$ cat config.mk
export PLATFORM = sky130hd
export DESIGN_NAME = adc_serial_if
export DESIGN_NICKNAME = d
export VERILOG_FILES = /design/src/rtl/adc_serial_if.sv
export SDC_FILE = /design/constraint.sdc
export NUM_CORES = 1
export LEC_CHECK = 0
export CORE_MARGIN = 2
export CORE_UTILIZATION = 51
export CTS_BUF_LIST = sky130_fd_sc_hd__clkbuf_8
export DETAILED_ROUTE_END_ITERATION = 8
export PLACE_DENSITY = 0.77
export SLEW_MARGIN = 20
export SYNTH_ARGS = -nofsm -noshare
export SYNTH_HDL_FRONTEND = slang
export SYNTH_SLANG_ARGS = --single-unit
$ cat constraint.sdc
create_clock -name clk -period 1.56 [get_ports clk]
set_input_delay 0.468 -clock clk [delete_from_list [all_inputs] [get_ports clk]]
set_output_delay 0.468 -clock clk [all_outputs]
set_load 0.005 [all_outputs]
$ cat src/rtl/adc_serial_if.sv
// Three-wire serial front end for an ADC128S022-compatible converter.
// Runs one 16-SCLK frame per accepted start (or back-to-back in continuous mode) and publishes result bits [11:4].
module adc_serial_if #(
    parameter int CLK_DIV = 2,
    parameter int QUIET   = 2
) (
    input  logic       clk,
    input  logic       rst,
    input  logic       start,
    input  logic       cont,
    input  logic [2:0] chan,
    input  logic       adc_dout,
    output logic       adc_cs_n,
    output logic       adc_sclk,
    output logic       adc_din,
    output logic [7:0] adc_sample,
    output logic       sample_valid,
    output logic       busy
);

    localparam int DIV_W  = $clog2(CLK_DIV);
    localparam int QCNT_W = $clog2(QUIET + 1);

    localparam logic [DIV_W-1:0]  DIV_LAST   = DIV_W'(CLK_DIV - 1);
    localparam logic [QCNT_W-1:0] QUIET_LAST = (QUIET >= 2) ? QCNT_W'(QUIET - 2) : '0;

    typedef enum logic [2:0] {
        ST_IDLE,
        ST_SETUP,
        ST_SHIFT,
        ST_DONE,
        ST_QUIET
    } state_t;

    state_t            state_q, state_d;
    logic [DIV_W-1:0]  div_q, div_d;
    logic [3:0]        edge_q, edge_d;
    logic [QCNT_W-1:0] quiet_q, quiet_d;
    logic [2:0]        chan_q, chan_d;
    logic [15:0]       shreg_q, shreg_d;
    logic              cs_n_q, cs_n_d;
    logic              sclk_q, sclk_d;
    logic              din_q, din_d;
    logic [7:0]        sample_q, sample_d;
    logic              valid_q, valid_d;
    logic              busy_q, busy_d;

    logic [3:0]        edge_nxt;
    logic [15:0]       frame_w;

    // NOTE: registers update with non-blocking assignments so every _q samples the same pre-edge values.
    always_ff @(posedge clk or negedge rst) begin
        if (!rst) begin
            state_q  <= ST_IDLE;
            div_q    <= '0;
            edge_q   <= '0;
            quiet_q  <= '0;
            chan_q   <= '0;
            shreg_q  <= '0;
            cs_n_q   <= 1'b1;
            sclk_q   <= 1'b1;
            din_q    <= 1'b0;
            sample_q <= '0;
            valid_q  <= 1'b0;
            busy_q   <= 1'b0;
        end else begin
            state_q  <= state_d;
            div_q    <= div_d;
            edge_q   <= edge_d;
            quiet_q  <= quiet_d;
            chan_q   <= chan_d;
            shreg_q  <= shreg_d;
            cs_n_q   <= cs_n_d;
            sclk_q   <= sclk_d;
            din_q    <= din_d;
            sample_q <= sample_d;
            valid_q  <= valid_d;
            busy_q   <= busy_d;
        end
    end

    // NOTE: every signal gets a default before the case so no path leaves one unassigned (no latches).
    always_comb begin
        state_d  = state_q;
        div_d    = div_q;
        edge_d   = edge_q;
        quiet_d  = quiet_q;
        chan_d   = chan_q;
        shreg_d  = shreg_q;
        cs_n_d   = cs_n_q;
        sclk_d   = sclk_q;
        din_d    = din_q;
        sample_d = sample_q;
        valid_d  = 1'b0;
        busy_d   = busy_q;
        edge_nxt = edge_q + 4'd1;
        frame_w  = {2'b00, chan_q, 11'b0};

        unique case (state_q)
            ST_IDLE: begin
                if (start || cont) begin
                    state_d = ST_SETUP;
                    chan_d  = chan;
                    div_d   = '0;
                    edge_d  = '0;
                    shreg_d = '0;
                    cs_n_d  = 1'b0;
                    busy_d  = 1'b1;
                end
            end

            ST_SETUP: begin
                if (div_q == DIV_LAST) begin
                    state_d = ST_SHIFT;
                    div_d   = '0;
                    sclk_d  = 1'b0;
                    din_d   = frame_w[15];
                end else begin
                    div_d = div_q + DIV_W'(1);
                end
            end

            ST_SHIFT: begin
                if (div_q != DIV_LAST) begin
                    div_d = div_q + DIV_W'(1);
                end else begin
                    div_d = '0;
                    // adc_dout has been settling for a full half-period since our falling edge, so no synchroniser.
                    if (!sclk_q) begin
                        sclk_d  = 1'b1;
                        shreg_d = {shreg_q[14:0], adc_dout};
                    end else if (edge_q == 4'd15) begin
                        state_d  = ST_DONE;
                        cs_n_d   = 1'b1;
                        din_d    = 1'b0;
                        sample_d = shreg_q[11:4];
                        valid_d  = 1'b1;
                    end else begin
                        edge_d = edge_nxt;
                        sclk_d = 1'b0;
                        din_d  = frame_w[4'd15 - edge_nxt];
                    end
                end
            end

            // DONE is the first cs_n-high cycle of the inter-frame gap.
            ST_DONE: begin
                if (QUIET > 1) begin
                    state_d = ST_QUIET;
                    quiet_d = '0;
                end else begin
                    state_d = ST_IDLE;
                    busy_d  = 1'b0;
                end
            end

            ST_QUIET: begin
                if (quiet_q == QUIET_LAST) begin
                    state_d = ST_IDLE;
                    busy_d  = 1'b0;
                end else begin
                    quiet_d = quiet_q + QCNT_W'(1);
                end
            end

            default: begin
                state_d = ST_IDLE;
            end
        endcase
    end

    assign adc_cs_n     = cs_n_q;
    assign adc_sclk     = sclk_q;
    assign adc_din      = din_q;
    assign adc_sample   = sample_q;
    assign sample_valid = valid_q;
    assign busy         = busy_q;

    a_sclk_idle_high: assert property (@(posedge clk) disable iff (!rst) adc_cs_n |-> adc_sclk);
    a_valid_outside_frame: assert property (@(posedge clk) disable iff (!rst) sample_valid |-> adc_cs_n && busy);

endmodule

==> summary.md <==
| Metric | Value |
|---|---|
| Static Leak | 0.001080 uW |
| Placed cells | 211 |
| Mapped Nets | 149 |
| Post-synth EDFFs | 0 |
| Yosys reg bits | 38 |
| GRT Total Usage | 21.64% |
| Most used DFF post-synth | dfrtp_1 |
| Worst setup margin | 19.38 ps |
| Htree depth | 2 |
| PortBufs | 20 |
| Clock power frac | 22.5% |
| Drt pass-1 iters | 4 |
| Post-Layout Cell Count | between 200 and 250 |
| Met3 Routed Length | roughly 160 um |
| Slew headroom | 77.89% |
| Mean area per synthesized cell | ~12 um2 |
| Worst-margin pin slew | 327.4 ps |
| Core Region | ~3100 um2 |
| Initial Util | 54.11% |
| Fill cells | around 250 |
| Pint | 1993 uW |
| Setup crit end kind | register |
| Total Wirelength | 3586 um |
| Share of cells above drive strength 1 | 31.11% |
| Total CTS buffers | 5 |
| DRT met1 WL | 1516 um |
| # clock sinks | 38 |
| Area Growth Syn to Fin | 32.64% |
| Via count | 1303 |
| Rows | 20 |
| Root buffer cell | clkbuf_8 |
| Worst EP required | 1740 ps |
| Diode count | 0 |
| Worst slack, placed | -342.3 ps |
| Period minus WS final | 1541 ps |
| Number of library cell types mapped by synthesis | 37 |
| Synthesis Warnings | 0 |
| Post-route DRC | 0 |
| Max-slew violation count | 0 |
| Critical path class | input port to register |
| Cells after synthesis | 139 |
| Clock slew at reported path FFs | 70 ps |
| Gate power share | ~36% |
| Grt ovf | 0 |
| Setup violations, final | 0 |
| Initial antenna violation count | 0 |
| CTS tree | built |
| Sw Ratio | 33.80% |
| Layout net count | 189 |
| CP startpoint kind | input port |
| First-pass GRT wire length | 5830 um |
| Multi-input gate area | ~770 um2 |
| Hold Vio Cnt, Final | 0 |
| Clock Skew | 6.100 ps |
| Worst hold slack | 473.4 ps |
| Ys async rst share | 100.0% |
| Reg area | 957.2 um2 |
| Vias in the first global route | 1264 |
| Die Wd | 61.38 um |
| Cell Area, Synth | around 1700 um2 |
| Top Ports | 21 |
| Crit path DAT | about 1700 ps |
| Violation count after the first detailed-route iteration | 32 |
| Die Y | 61.38 um |
| Final HPWL DP | 2273 um |
| Placed Area | 2033 um2 |
| Max VDD drop | 0.0007933 V |
| Met2 routed WL | 1858 um |
| Worst hold path class | register to register |
| Status | complete, no violations |
| Final period utilization | 98.76% |
| Clock buffer depth | 2 |
| Worst Path Max Fanout | 3 |
| Register area share after synthesis | between 50% and 60% |
| CTS Hold Bufs | 0 |
| Remaining antenna violation count after routing | 0 |
| Total of max-cap violations | 0 |
| Net switching power | ~1000 uW |
| Gpl congestion | 0.8439 |
| Top routing layer in use | met4 |
| RSZ-0062 raised after global routing | true |
| Finished Cell Area | 2227 um2 |
| WL per Instance | around 16 um |
| Die area | 3768 um2 |
| Worst-Skew Late Latency | 290 ps |
| Largest net degree at the start of global routing | 39 |
| Pwr/cell area | 1352 nW/um2 |
| R2r setup slk | 40 ps |
| Via/cell ratio | 5.817 |
| Reg power frac | 41.9% |
| Max Fclk | 649.1 MHz |
## sequential cells by signal, indices dropped and copies added, names as in the netlist, 2 cells and up
register	count
chan_q	3
quiet_q	2
state_q	3
adc_sample	8
edge_q	4
shreg_q	12
## layout by cell type, fill, tap and decap left out, types with 3 or more instances in the layout
cell type         n
dfrtp_1          33
buf_4            15
a22o_1           14
mux2_2           11
nor2_1           11
dlygate4sd2_1    11
a21oi_1           8
nand2_1           6
clkbuf_8          6
clkdlybuf4s50_1   6
o21ai_0           5
inv_1             4
nand3_1           3
o22ai_1           3
nand2b_1          3
dfrtp_2           3
## per-layer routing
metal	up-vias	track usage, %
li1	588	-
met1	676	26.27
met2	34	37.54
met3	5	6.303
met4	0	6.383
met5	-	0
## cell type report
| class | instances | area share (%) |
|---|---|---|
| Inverter | 4 | 0.6742 |
| Clock buffer | 6 | 3.708 |
| Clock inverter | 2 | 0.3933 |
| Multi-Input combinational cell | 93 | 34.44 |
| Sequential cell | 38 | 42.98 |
| Tap cell | 44 | 2.472 |
| Timing Repair Buffer | 37 | 15.34 |
## Yosys cell counts (3+ instances only)
master / n / share of area [%]
a22o_1: 14 / 7.3
mux2_2: 12 / 8.0
dfrtp_1: 36 / 54
nand3_1: 3 / 0.89
o22ai_1: 3 / 1.1
nand2b_1: 3 / 1.1
nor2_1: 11 / 2.5
inv_1: 4 / 0.89
o21ai_0: 5 / 1.5
a21oi_1: 8 / 2.4
nand2_1: 6 / 1.3
## worst max-delay path, cell delays in order
cell	delay, ps
clkdlybuf4s50_1	420
buf_4	140
o21a_1	200
nand2b_1	140
mux2_2	350
## power by group through the flow
stage | Clock [uW] | Combinational [uW] | Sequential (uW)
after CTS | 692 | 946 | 1240
after global placement | 0 | 892 | 1250
after floorplan | 0 | 617 | 1210
after global routing | 744 | 1180 | 1280
after detailed placement | 0 | 924 | 1250
final | 677 | 1070 | 1260
## through the flow
step | setup TNS, ps | util [%] | total power, uW
finish | 0 | 71.77 | 3011
global placement | -5096 | 65.52 | 2138
CTS | 0 | 68.87 | 2877
detailed placement | -6129 | 65.52 | 2175
global route | -130.2 | 71.77 | 3204
floorplan | 0 | - | 1828
## final timing paths
kind | startpoint | to | cells past startpoint
worst min register to register | adc_cs_n$_DFFE_PN1P_ | adc_cs_n$_DFFE_PN1P_ | 2
max in group asynchronous | rst | adc_cs_n$_DFFE_PN1P_ | 2
worst min-delay path | adc_cs_n$_DFFE_PN1P_ | adc_cs_n$_DFFE_PN1P_ | 2
worst max register to register | state_q[0]$_DFFE_PN0P_ | adc_sample[1]$_DFFE_PN0P_ | 4
worst max-delay path | cont | chan_q[1]$_DFFE_PN0P_ | 5
min in group asynchronous | rst | quiet_q[0]$_DFFE_PN0P_ | 2
## logic make-up after synthesis
| kind of cell | count (synthesis) | synth area share [%] |
|---|---|---|
| fa+ha+maj | 2 | 1.490 |
| buf+inv | 10 | 3.277 |
| mux | 12 | 8.048 |
| compound gates | 40 | 17.29 |
| simple gates | 35 | 12.07 |
| flops | 38 | 56.78 |
| xor+xnor | 2 | 1.043 |
## timing repair
action	4_1_cts	5_1_grt
pin swaps	1	6
endpoints found under the setup margin	26	30
gates cloned	0	2
setup buffers	1	2
gates resized for setup	18	14
(Power assumes the default switching activity.)
